File: src/rtl/shift_seq.sv
// shift_seq: sequential shifter, one 1-bit step per clock.
// Optional feature: define SHIFT_SEQ_CARRY_EN to add the carry output
// (last bit shifted out). The default build leaves it out.
//
// state   | meaning
// --------+-----------------------------------------------
// S_IDLE  | waiting for a request, in_ready=1
// S_SHIFT | applying one step per cycle, counter counts down
// S_DONE  | result on C with out_valid=1 until out_ready

`ifndef FUNC_LLS
`define FUNC_LLS 4'd0
`endif
`ifndef FUNC_LRS
`define FUNC_LRS 4'd1
`endif
`ifndef FUNC_ALS
`define FUNC_ALS 4'd2
`endif
`ifndef FUNC_ARS
`define FUNC_ARS 4'd3
`endif

module shift_seq #(
  parameter int data_width = 16,
  parameter int amt_width  = 4
) (
  input  logic                  clk,
  input  logic                  reset,
  input  logic                  in_valid,
  output logic                  in_ready,
  input  logic [data_width-1:0] A,
  input  logic [3:0]            FuncCode,
  input  logic [amt_width-1:0]  amount,
  output logic                  out_valid,
  input  logic                  out_ready,
`ifdef SHIFT_SEQ_CARRY_EN
  output logic                  carry,
`endif
  output logic [data_width-1:0] C
);

  typedef enum logic [1:0] {
    S_IDLE  = 2'd0,
    S_SHIFT = 2'd1,
    S_DONE  = 2'd2
  } state_t;

  localparam logic [amt_width-1:0] CNT_ONE = amt_width'(1);

  state_t                r_state;
  state_t                w_state_nxt;
  logic                  w_accept;
  logic [data_width-1:0] r_work;
  logic [data_width-1:0] w_step;
  logic [3:0]            r_func;
  logic [amt_width-1:0]  r_cnt;

  // State register.
  always_ff @(posedge clk) begin
    if (reset) r_state <= S_IDLE;
    else       r_state <= w_state_nxt;
  end

  // Next-state and handshake outputs.
  always_comb begin
    w_state_nxt = r_state;
    w_accept    = 1'b0;
    in_ready    = 1'b0;
    out_valid   = 1'b0;
    case (r_state)
      S_IDLE: begin
        in_ready = 1'b1;
        if (in_valid) begin
          w_accept    = 1'b1;
          w_state_nxt = (amount == '0) ? S_DONE : S_SHIFT;
        end
      end
      S_SHIFT: begin
        if (r_cnt == CNT_ONE) w_state_nxt = S_DONE;
      end
      S_DONE: begin
        out_valid = 1'b1;
        if (out_ready) w_state_nxt = S_IDLE;
      end
      default: w_state_nxt = S_IDLE;
    endcase
  end

  // One 1-bit step of the latched operation; unknown codes behave as ARS.
  always_comb begin
    w_step = r_work;
    case (r_func)
      `FUNC_LLS, `FUNC_ALS: w_step = {r_work[data_width-2:0], 1'b0};
      `FUNC_LRS:            w_step = {1'b0, r_work[data_width-1:1]};
      default:              w_step = {r_work[data_width-1], r_work[data_width-1:1]};
    endcase
  end

  // Working register, latched opcode and down-counter.
  always_ff @(posedge clk) begin
    if (reset) begin
      r_work <= '0;
      r_func <= '0;
      r_cnt  <= '0;
    end else if (w_accept) begin
      r_work <= A;
      r_func <= FuncCode;
      r_cnt  <= amount;
    end else if (r_state == S_SHIFT) begin
      r_work <= w_step;
      r_cnt  <= r_cnt - CNT_ONE;
    end
  end

  // Result is only presented while the result is valid.
  always_comb begin
    C = (r_state == S_DONE) ? r_work : '0;
  end

`ifdef SHIFT_SEQ_CARRY_EN
  logic r_carry;
  logic w_out_bit;

  // Bit leaving the register on this step: MSB for left, LSB for right.
  always_comb begin
    w_out_bit = ((r_func == `FUNC_LLS) || (r_func == `FUNC_ALS)) ?
                r_work[data_width-1] : r_work[0];
  end

  // Carry cleared on accept so a zero-amount request reports 0.
  always_ff @(posedge clk) begin
    if (reset)                     r_carry <= 1'b0;
    else if (w_accept)             r_carry <= 1'b0;
    else if (r_state == S_SHIFT)   r_carry <= w_out_bit;
  end

  // Carry shown alongside the result only.
  always_comb begin
    carry = (r_state == S_DONE) ? r_carry : 1'b0;
  end
`endif

endmodule
File: config.mk
export PLATFORM = sky130hd
export DESIGN_NAME = shift_seq
export DESIGN_NICKNAME = d
export VERILOG_FILES = /design/src/rtl/shift_seq.sv
export SDC_FILE = /design/constraint.sdc
export NUM_CORES = 1
export LEC_CHECK = 0
export BUFFER_PORTS_ARGS = -buffer_cell sky130_fd_sc_hd__buf_2
export CAP_MARGIN = 20
export CORE_ASPECT_RATIO = 0.9
export CORE_UTILIZATION = 47
export CTS_CLUSTER_DIAMETER = 120
export DETAILED_ROUTE_END_ITERATION = 12
export MAX_ROUTING_LAYER = met4
export PLACE_DENSITY = 0.78
export REMOVE_ABC_BUFFERS = 1
export SLEW_MARGIN = 10
export SYNTH_ARGS = -nofsm -noshare
export SYNTH_HDL_FRONTEND = slang
export SYNTH_SLANG_ARGS = --single-unit
File: constraint.sdc
create_clock -name clk -period 2.1 [get_ports clk]
set_input_delay 0.42 -clock clk [delete_from_list [all_inputs] [get_ports clk]]
set_output_delay 0.42 -clock clk [all_outputs]
set_load 0.03 [all_outputs]
# Word-level counts from Yosys, hierarchy flattened
# Index checks and enable logic that the tools add are counted.
dict set report word_totals {
  reg_bits 26
  in_bits 28
  out_inout_bits 18
}
dict set report op_classes {
  add_sub_neg 1
  eq_ne 8
  n_mux 15
  n_reduce_logical 8
}
# operator n
set op_table {}
lappend op_table {{16-bit two-way mux} 3}
lappend op_table {{16-bit one-hot mux with 2 select lines} 1}
lappend op_table {{4-bit by 1-bit equality test with 1-bit output, second input constant} 2}
lappend op_table {{4-bit logical NOT} 2}
lappend op_table {{2-bit two-way mux} 4}
lappend op_table {{4-bit two-way mux} 2}
lappend op_table {{2-bit inequality test, second input constant} 3}
lappend op_table {{2-bit one-hot mux with 3 select lines} 1}
lappend op_table {{4-bit by 2-bit equality test with 1-bit output, second input constant} 1}
lappend op_table {{1-bit two-way mux} 4}
lappend op_table {{4-bit by 1-bit subtractor with 4-bit output, second input constant} 1}
lappend op_table {{3-bit AND reduction} 1}
lappend op_table {{3-bit nonzero test} 1}
lappend op_table {{2-bit by 1-bit equality test with 1-bit output, second input constant} 1}
lappend op_table {{2-bit equality test, second input constant} 1}
lappend op_table {{2-bit logical NOT} 1}
lappend op_table {{2-bit AND reduction} 1}
lappend op_table {{2-bit nonzero test} 1}
lappend op_table {{2-bit OR reduction} 1}

# Longest topological paths before layout
# Gate-level depths: netlist (run 1).
dict set report logic_depth {
  ltp_word 5
  ltp_mapped 5
}

# Worst setup path after synthesis (run 1)
# No wires, ideal clock.
dict set report synth_path {
  path_type {register to output}
  start {register r_state[1]}
  end {output port C[10]}
  t_arrival_ns 1.480
  path_slack_ns 0.200
  path_stages_with_launch 4
  n_path_buf 1
  path_cell_list {dfxtp_1 nor2b_1 clkbuf_1 and2_1}
}
dict set report synth_between {
  elab_chain_cells 2
}
# element line
set synth_lines {}
lappend synth_lines {{start, declared} 51} ;# state_t r_state;
lappend synth_lines {{start signal, assigned} 62} ;# else r_state <= w_state_nxt;
lappend synth_lines {{2-bit equality test} 118} ;# C = (r_state == S_DONE) ? r_work : '0;
lappend synth_lines {{16-bit two-way mux} 118}
lappend synth_lines {{end, declared} 40} ;# output logic [data_width-1:0] C
# No other way between the ends.

# Worst setup path in the final report (run 1)
dict set report layout_path {
  start {register r_state[1]}
  end {output port C[0]}
}
# Same word-level chain as after synthesis.

==> results of run 1 <==
[cell families (layout without fill, tap and decap cells)]
kind of cell               Yosys count  count (layout)  synth area share (%)
and+or+nand+nor                     97              97                  36.9
AOI/OAI and AO/OA                   48              48                  21.9
DFF                                 26              26                  33.7
buffers and inverters               20              58                  5.91
adders and majority gates            2               2                  1.62
[critical path, cell delays in order, from the launching register on]
cell     delay, ns
dfxtp_1       0.35
nor2b_4       0.33
and2_1        0.18
buf_2         0.19
[report_power, final]
group / internal, W / switching (W)
logic: 0.000145 / 0.000207
registers: 0.000549 / 0.0000537
clock network: 0.000193 / 0.000149
[synthesized netlist by cell type, types with 2 or more instances]
cell type / count / area (µm²)
dfxtp_1: 26 / 521
o41ai_1: 6 / 52.6
nor3_1: 13 / 65.1
a21oi_1: 14 / 70.1
clkbuf_1: 6 / 22.5
ha_1: 2 / 25.0
a211oi_1: 5 / 37.5
a22oi_1: 5 / 37.5
nand3_1: 18 / 90.1
a31oi_1: 8 / 50.1
and2_1: 17 / 106
nor3b_1: 6 / 45.0
nor2b_1: 3 / 18.8
inv_1: 2 / 7.51
nor2_1: 5 / 18.8
nand3b_1: 2 / 15.0
nand2b_1: 3 / 18.8
nor4bb_1: 5 / 50.1
buf_2: 10 / 50.1
nand2_1: 17 / 63.8
[routing by layer]
layer / GRT usage (%) / part of all wire [%]
met1: 31.1 / 48
met2: 36.6 / 45
met3: 5.28 / 7.0
met4: 1.66 / 0
met5: - / 0
[registers in the layout, indices dropped and copies added (netlist names)]
name / cells
r_cnt: 4
r_func: 4
r_work: 16
r_state: 2
[worst min-delay path by stage]
stage	to	slack [ns]	from
final	r_work[11]$_SDFFE_PP0P_	0.28	A[11]
after global placement	r_func[1]$_SDFFE_PP0P_	0.44	r_func[1]$_SDFFE_PP0P_
after detailed placement	r_func[1]$_SDFFE_PP0P_	0.45	r_func[1]$_SDFFE_PP0P_
after floorplan	r_func[1]$_SDFFE_PP0P_	0.43	r_func[1]$_SDFFE_PP0P_
after CTS	r_work[12]$_SDFFE_PP0P_	0.27	A[12]
after global routing	r_work[13]$_SDFFE_PP0P_	0.28	A[13]
[stage by stage]
stage | TNS, ns | util [%]
4_1_cts | 0 | 59.8
2_1_floorplan | -4.63 | -
3_3_place_gp | 0 | 58.0
6_report | 0 | 60.0
3_5_place_dp | 0 | 58.0
5_1_grt | 0 | 60.0
[area by class of cell]
class / instances / share of cell area (%)
clock inverters: 1 / 1.62
clock buffers: 3 / 1.22
well taps: 42 / 2.84
flip-flops and latches: 26 / 28.1
repair buffers: 52 / 15.0
multi-input cells: 147 / 50.8
inverters: 2 / 0.405
[repair_timing]
| item | CTS | global route |
|---|---|---|
| buffers inserted | 0 | 0 |
| gates cloned | 0 | 0 |
| setup endpoints to repair | 17 | 16 |
| gates resized for setup | 1 | 1 |
==> results.md, run 1 <==
- DRT Pass-1 Iters: 4
- Worst Tran Pin Value: roughly 0.6 ns
- Reg2Reg Depth: 4
- Worst setup EP type: output pin
- Post-synth cell types: 40
- Num ports: 46
- Crit start category: register
- Commonest non-fill, non-tap cell in the layout: buf_2
- Mean Syn Cell Area: 8.01 µm²
- Most frequent cells in the layout: 45 x buf_2, 26 x dfxtp_1, 18 x nand3_1
- DRC violation count after routing: 0
- H-tree levels: 1
- Core Region: ~0.0031 mm²
- Initial DRC count: 74
- Register area: ~520 µm²
- Area of the multi-input gates: 942 µm²
- Layout cells sized above 1: 27.3%
- Final wirelength: about 3600 µm
- Post-synth EDFFs: 0
- Initial antenna violation count: 0
- Pwr dens: roughly 700 mW/mm²
- Worst setup endpoint: C[0]
- Yosys warnings: 0
- Detail Placement HPWL: 2540 µm
- Clock Path Buffers: 2
- Inst Count DP: ~270
- CTS root buf: clkbuf_4
- First-pass GRT wire length: 6490 µm
- Fin cells: ~270
- DIE AREA: approximately 0.0035 mm²
- Die height: between 50 and 60 µm
- Vias in the first global route: 1,421
- Die width: around 62 µm
- RSZ-0062 raised after global routing: no
- Drt wl/cell: around 13 µm
- Maxcap violations: 0
- Most used DFF post-synth: dfxtp_1
- Initial Utilization: between 50% and 60%
- Num CTS Buffers: 3
- Critical Path AT: 1.38 ns
- RR Endpoint: r_work[15]$_SDFFE_PP0P_
- Diode count: 0
- All-layer global routing usage: approximately 23%
- Power Total: around 0.0013 W
- CTS tree: yes
- Fin area: between 0.0015 and 0.002 mm²
- Global route total overflow: 0
- Crit Path Max Fanout: 18
- Max_slew headroom: about three fifths
- Final period utilization: ~86%
- Hold Path Depth: 3
- NumNets Final: about 260
- # setup viols final: 0
- RR Startpoint: r_state[0]$_SDFFE_PP0P_
- Synthesis-to-layout area growth: 19.8%
- Max VDD drop: around 350 µV
- Final ANT Viol Nets: 0
- Place WS: roughly 0.18 ns
- Pin count of the biggest net entering global routing: 28
- Sink Count: 26
- Row cnt: 19
- Avg Vias per Cell: about 5.7
- Number of synthesized register bits: 26
- Final min period: ~1.8 ns
- Hold_buf cts: 0
- Clk_skew: around 0.0089 ns
- CP startpoint: r_state[1]$_SDFFE_PP0P_
- Critical Path RT: roughly 1.7 ns
- Post-route setup slack: ~0.3 ns
- Async set or reset register ratio after synthesis: 0%
- Outcome: finished clean
- Routed via count: approximately 1,600
- Seq/Total Area, Yosys: 33.7%
- Critical path type: register to output pin
- Worst-Skew Late Latency: 0.32 ns
- Hold Crit Class: primary input to register
- Clock slew at reported path FFs: about 0.14 ns
- Peak Freq: 0.556 GHz
- Area after DPL: between 0.0015 and 0.002 mm²
- Post-Syn Instances: between 150 and 200
- Leakage: about 0.75 nW
- Hold WS: 0.277 ns
- Final GP Congestion: between 0.8 and 0.9
- Max-slew violations: 0
- R2R Setup Slk: roughly 0.44 ns
- IO Port Bufs: 45
- Fillers: around 290
- Mapped cell area: 0.00155 mm²
- Hold Vio Cnt, Final: 0
No activity file was read; power rests on OpenSTA's default activity.
==> run 2, diff against run 1 <==
--- a/config.mk
+++ b/config.mk
@@ -5,6 +5,7 @@
 export SDC_FILE = /design/constraint.sdc
 export NUM_CORES = 1
 export LEC_CHECK = 0
+export ABC_AREA = 1
 export BUFFER_PORTS_ARGS = -buffer_cell sky130_fd_sc_hd__buf_2
 export CAP_MARGIN = 20
 export CORE_ASPECT_RATIO = 0.9
@@ -12,7 +13,7 @@
 export CTS_CLUSTER_DIAMETER = 120
 export DETAILED_ROUTE_END_ITERATION = 12
 export MAX_ROUTING_LAYER = met4
-export PLACE_DENSITY = 0.78
+export PLACE_DENSITY = 0.77
 export REMOVE_ABC_BUFFERS = 1
 export SLEW_MARGIN = 10
 export SYNTH_ARGS = -nofsm -noshare
==> run 2 against run 1 <==
  * Utilization grew 0.49 points
  * Clock-buffer cell count grew 1
  * Via count grew 9.3%
  * First-iteration DRC count rose by 45%
  * Clock power shrank 4%
  * Wire length increased by 2.8%
  * Largest power group is now combinational cells
  * Worst setup slack lost 0.15 ns
==> results.md, run 2 <==
- Final core utilization: 60.4% (+0.49 points)
- Fin area: 0.00190 mm² (+2.4%)
- Routed via count: 1,708 (+9.3%)
- Crit Path Max Fanout: 16 (-2)
- First-pass GRT wire length: 6330 µm (-2.4%)
- Post-route setup slack: 0.152 ns (-0.148 ns)
- Biggest registers after layout: r_work x16, r_cnt x4, r_func x4
- Global route total overflow: 0 (unchanged)
- Peak Freq: 0.513 GHz (-7.6%)
- Part of the power in combinational logic: 53.6% (+26 points)
- Post-synth EDFFs: 0 (unchanged)
- Yosys warnings: 0 (unchanged)
- Async set or reset register ratio after synthesis: 0% (unchanged)
- Post-CTS Setup Bufs: 0 (unchanged)
- Clock slew at reported path FFs: 0.09 ns (-0.05 ns)
- Worst Tran Pin Value: 0.498 ns (-0.0934 ns)
- Critical path type: register to output pin
- Row cnt: 19 (unchanged)
- NumNets Final: 346 (+32%)
- Synth top area cells: dfxtp_1 33%, nand2_1 19%, inv_1 11%
- Num CTS Buffers: 3 (unchanged)
- Sink Count: 26 (unchanged)
- RSZ-0062 raised after global routing: no
- Worst-Skew Late Latency: 0.27 ns (-0.05 ns)
- Clock Path Buffers: 2 (unchanged)
- Leakage: 1.04 nW (+39%)
- Vias in the first global route: 1,483 (+4.4%)
- Commonest non-fill, non-tap cell in the layout: nand2_1
- Max_slew headroom: 66.8% (+6.3 points)
- Final min period: 1.95 ns (+0.148 ns)
- Post-synth cell types: 22 (-45%)
- Most frequent cells in the layout: 82 x nand2_1, 45 x buf_2, 44 x inv_1
- # setup viols final: 0 (unchanged)
- Hold Vio Cnt, Final: 0 (unchanged)
- H-tree levels: 1 (unchanged)
- P_sw: 0.00112 W (+170%)
- Final GP Congestion: 0.844 (+2.7%)
- Initial antenna violation count: 0 (unchanged)
- CTS tree: yes
- Detail Placement HPWL: 2680 µm (+5.2%)
- Critical Path RT: 1.68 ns (about the same)
- Clk pwr share: 13.8% (-13 points)
- IO Port Bufs: 45 (unchanged)
- Largest register FFs: 16 (unchanged)
- All-layer global routing usage: 22.6% (-0.46 points)
- Largest Register: r_work
- Die width: 63.5 µm (+1.7%)
- Area leader, netlist: dfxtp_1
- Outcome: finished clean
- Initial Utilization: 51.0% (+0.96 points)
- Hold Crit Class: primary input to register
- Internal Power: 0.00126 W (+42%)
- Seq/Total Area, Yosys: 32.5% (-1.1 points)
- Pin count of the biggest net entering global routing: 24 (-14%)
- Drt wl/cell: 10.4 µm (-21%)
- Num ports: 46 (unchanged)
- Diode count: 0 (unchanged)
- Core Region: 0.00314 mm² (+1.5%)
- Max VDD drop: 586 µV (+66%)
- Max-slew violations: 0 (unchanged)
- Sequential Power Share: 32.6% (-14 points)
- Hold_buf cts: 0 (unchanged)
- Die height: 57.4 µm (+1.7%)
- Sw frac: 47.0% (+15 points)
- DIE AREA: 0.00364 mm² (+3.3%)
- Number of synthesized register bits: 26 (unchanged)
- Final wirelength: 3730 µm (+2.8%)
- Critical Path AT: 1.53 ns (+0.15 ns)
- Pwr dens: 1250 mW/mm² (+79%)
- Initial DRC count: 107 (+45%)
- Final period utilization: 92.8% (+7.1 points)
- CTS root buf: clkbuf_8
- Cell with the most instances after synthesis: nand2_1
- Maxcap violations: 0 (unchanged)
- DRT Pass-1 Iters: 5 (+1)
- DRC violation count after routing: 0 (unchanged)
- Crit start category: register
- Place WS: 0.391 ns (+0.211 ns)
- Post-Syn Instances: 273 (+41%)
- Mean Syn Cell Area: 5.86 µm² (-27%)
- Avg Vias per Cell: 4.78 (-16%)
- Synthesis-to-layout area growth: 18.5%
- Layout cells sized above 1: 19.4% (-7.9 points)
- Final ANT Viol Nets: 0 (unchanged)
- Worst setup EP type: output pin
- Area after DPL: 0.00184 mm² (+2.7%)
- Post-synth top cells: 82 x nand2_1, 45 x inv_1, 33 x nand3_1, 31 x nor2_1, 26 x dfxtp_1
- Clk_skew: 0.00149 ns (-0.00745 ns)
- Most used DFF post-synth: dfxtp_1
- Mapped cell area: 0.00160 mm² (+3.5%)
- Synth top area share: 32.5% (-1.1 points)
==> run 2: changes by cell type after synthesis, moves of 15 or more <==
cell | before | now
nand2_1 | 17 | 82
inv_1 | 2 | 45
nor2_1 | 5 | 31
and2_1 | 17 | 0
nand3_1 | 18 | 33
==> run 2: critical path: stages (launching register included) <==
cell	delay, ns
dfxtp_1	0.41
inv_1	0.10
nor2_1	0.20
inv_2	0.17
nor2_1	0.15
buf_2	0.22
==> run 2: timing repair <==
action | 4_1_cts | 5_1_grt
endpoints found under the hold margin | 0 | 0
setup endpoints to repair | 0 | 16
resized for setup | 0 | 1
==> run 2: layer usage <==
metal  part of all wire [%]  GRT usage (%)
met5                      0              -
met4                   0.51           3.90
met3                    7.0           3.80
met2                     44           36.9
met1                     49           29.7
==> run 2: cells by family after synthesis <==
logic type / Yosys count / synth area share (%)
buf+inv: 58 / 14.9
compound gates: 33 / 10.5
simple gates: 154 / 40.5
fa+ha+maj: 2 / 1.56
flops: 26 / 32.5
==> run 2: power groups by stage <==
stage / Sequential, W / Combinational (W) / Clock, W
after global routing: 0.000794 / 0.00147 / 0.000351
after floorplan: 0.000763 / 0.000960 / 0
after detailed placement: 0.000783 / 0.00126 / 0
after CTS: 0.000773 / 0.00127 / 0.000331
after global placement: 0.000779 / 0.00125 / 0
final: 0.000775 / 0.00127 / 0.000327
==> run 2: metrics by stage <==
step / total power [W] / setup TNS (ns) / hold WS, ns / instances
detailed placement: 0.00205 / 0 / 0.499 / 353
finish: 0.00237 / 0 / 0.394 / 357
floorplan: 0.00172 / -1.39 / 0.455 / 263
CTS: 0.00237 / 0 / 0.404 / 357
global route: 0.00261 / 0 / 0.422 / 357
global placement: 0.00203 / 0 / 0.470 / 353
==> run 2: worst paths after layout <==
check                           depth (start not counted)                      end  slack (ns)               startpoint
worst max register to register                          6  r_work[13]$_SDFFE_PP0P_        0.55   r_func[0]$_SDFFE_PP0P_
worst min register to register                          2   r_func[1]$_SDFFE_PP0P_        0.51   r_func[1]$_SDFFE_PP0P_
worst max-delay path                                    5                     C[3]        0.15  r_state[1]$_SDFFE_PP0P_
worst min-delay path                                    3   r_func[2]$_SDFFE_PP0P_        0.39              FuncCode[2]
==> run 2: cell type report <==
cell class	count	area (µm²)
Clock buffer	4	55.1
Inverter	48	180
Multi-Input combinational cell	189	841
Tap cell	42	52.6
Timing Repair Buffer	48	248
Fill cell	342	1240
Sequential cell	26	520
==> run 3, diff against run 2 <==
--- a/config.mk
+++ b/config.mk
@@ -13,7 +13,7 @@
 export CTS_CLUSTER_DIAMETER = 120
 export DETAILED_ROUTE_END_ITERATION = 12
 export MAX_ROUTING_LAYER = met4
-export PLACE_DENSITY = 0.77
+export PLACE_DENSITY = 0.7
 export REMOVE_ABC_BUFFERS = 1
 export SLEW_MARGIN = 10
 export SYNTH_ARGS = -nofsm -noshare
==> run 3 against run 2 <==
  * Sequential power about the same
  * Final cell count rose by 0.28%
  * Combinational power about the same
  * Via count shrank 1.1%
  * Clock power is 3% lower
  * Wire length up 2.1%
  * Critical path depth unchanged
==> results.md, run 3 (synthesized netlist as in run 2, its figures left out) <==
- Detail Placement HPWL: 2790 µm (+4.1%)
- Final ANT Viol Nets: 0 (unchanged)
- Worst Tran Pin Value: 0.439 ns (-0.0593 ns)
- Commonest non-fill, non-tap cell in the layout: nand2_1
- Power Total: 0.00238 W (+0.34%)
- Reg2Reg Depth: 6 (unchanged)
- IO Port Bufs: 45 (unchanged)
- HP Start: FuncCode[3]
- Pwr dens: 1250 mW/mm² (about the same)
- Crit start category: register
- Critical path type: register to output pin
- Biggest registers after layout: r_work x16, r_cnt x4, r_func x4
- Max VDD drop: 662 µV (+13%)
- Synthesis-to-layout area growth: 19.0%
- Largest Register: r_work
- Final period utilization: 91.0% (-1.8 points)
- Final min period: 1.91 ns (-0.0378 ns)
- Min-Delay Endpoint: r_func[3]$_SDFFE_PP0P_
- Initial antenna violation count: 0 (unchanged)
- DRC violation count after routing: 0 (unchanged)
- Fillers: 354 (+3.5%)
- Hold Path Depth: 3 (unchanged)
- Pin count of the biggest net entering global routing: 24 (unchanged)
- RR Startpoint: r_func[3]$_SDFFE_PP0P_
- DIE AREA: 0.00364 mm² (unchanged)
- Diode count: 0 (unchanged)
- Final GP Congestion: 0.854 (+1.1%)
- Num CTS Buffers: 3 (unchanged)
- Vias in the first global route: 1,485 (+0.13%)
- Initial Utilization: 51.0% (unchanged)
- RSZ-0062 raised after global routing: no
- Clock slew at reported path FFs: 0.09 ns (about the same)
- Leakage: 1.04 nW (+0.42%)
- CTS tree: yes
- Num ports: 46 (unchanged)
- Routed via count: 1,689 (-1.1%)
- Outcome: finished clean
- Avg Vias per Cell: 4.72 (-1.4%)
- H-tree levels: 1 (unchanged)
- Post-CTS Resized: 0 (unchanged)
- First-pass GRT wire length: 6560 µm (+3.6%)
- Row cnt: 19 (unchanged)
- Critical Path RT: 1.68 ns (about the same)
- Fin area: 0.00190 mm² (+0.40%)
- Peak Freq: 0.524 GHz (+2.0%)
- Largest register FFs: 16 (unchanged)
- Die width: 63.5 µm (unchanged)
- Critical Path AT: 1.49 ns (-0.04 ns)
- Hold_buf cts: 0 (unchanged)
- Die height: 57.4 µm (unchanged)
- Most frequent cells in the layout: 82 x nand2_1, 45 x buf_2, 44 x inv_1
- # setup viols final: 0 (unchanged)
- Maxcap violations: 0 (unchanged)
- R2R Setup Slk: 0.65 ns (+0.10 ns)
- Met2 Usage GRT: 36.3% (-0.61 points)
- RR Endpoint: r_work[13]$_SDFFE_PP0P_
- Initial DRC count: 85 (-21%)
- Global route total overflow: 0 (unchanged)
- Met3 Track Usage GR: 4.40% (+0.60 points)
- Area after DPL: 0.00185 mm² (+0.41%)
- Core Region: 0.00314 mm² (unchanged)
- Clk_skew: 0.00685 ns (+0.00536 ns)
- NumNets Final: 347 (+0.29%)
- Hold Crit Class: primary input to register
- DRT Pass-1 Iters: 4 (-1)
- CTS root buf: clkbuf_8
- Max-slew violations: 0 (unchanged)
- All-layer global routing usage: 23.5% (+0.90 points)
- Crit Path Max Fanout: 16 (unchanged)
- Final wirelength: 3810 µm (+2.1%)
- Layout cells sized above 1: 19.6% (+0.26 points)
- Worst-Skew Late Latency: 0.27 ns (about the same)
- Max_slew headroom: 70.7% (+4.0 points)
- Worst setup EP type: output pin
- Hold Vio Cnt, Final: 0 (unchanged)
- Sink Count: 26 (unchanged)
- Drt wl/cell: 10.6 µm (+1.9%)
- Clock Path Buffers: 2 (unchanged)
- GRT Max-Usage Layer: met2
- Post-CTS Setup Bufs: 0 (unchanged)
- Met1 Usage GRT: 31.6% (+1.9 points)
run 3: cell types whose count changed in the layout (fill, tap and decap cells not counted):
cell and delta:
buf_4 +1
run 3: cell type report:
| class | count | area, µm² | share of cell area [%] |
|---|---|---|---|
| multi-input combinational | 189 | 841 | 44.2 |
| tap | 42 | 52.6 | 2.76 |
| inverter | 48 | 180 | 9.46 |
| sequential | 26 | 520 | 27.3 |
| timing repair buffer | 49 | 255 | 13.4 |
| clock buffer | 4 | 55.1 | 2.89 |
run 3: report_power, final:
part | total, W | switching, W | internal, W
Sequential | 0.000772 | 0.000106 | 0.000666
Clock | 0.000317 | 0.000149 | 0.000167
Combinational | 0.00129 | 0.000862 | 0.000429
Total | 0.00238 | 0.00112 | 0.00126
run 3: metrics by stage:
stage | hold slack, ns | instances | setup slack [ns] | utilization, % | setup TNS (ns)
after floorplan | 0.455 | 263 | -0.0866 | - | -1.39
after global routing | 0.407 | 358 | 0.0766 | 60.7 | 0
after detailed placement | 0.477 | 354 | 0.370 | 58.9 | 0
final | 0.399 | 358 | 0.190 | 60.7 | 0
after CTS | 0.398 | 358 | 0.0707 | 60.7 | 0
after global placement | 0.469 | 354 | 0.412 | 58.9 | 0
run 3: how the worst max path moves through the flow:
stage | endpoint | startpoint
after floorplan | C[0] | r_state[1]$_SDFFE_PP0P_
after global placement | C[4] | r_state[1]$_SDFFE_PP0P_
after detailed placement | C[6] | r_state[1]$_SDFFE_PP0P_
after CTS | C[6] | r_state[1]$_SDFFE_PP0P_
after global routing | C[6] | r_state[1]$_SDFFE_PP0P_
final | C[6] | r_state[1]$_SDFFE_PP0P_
run 3: metal layers:
metal  vias to the layer above  share of wire [%]
li1                        925                  -
met1                       707                 50
met2                        52                 44
met3                         5                5.4
met4                         0                1.5
met5                         -                  0
run 3: worst max-delay path: stages, from the launching register on:
cell and delay [ns]:
dfxtp_1 0.41, inv_1 0.10, nor2_1 0.18, inv_2 0.17, nor2_1 0.15, buf_2 0.21
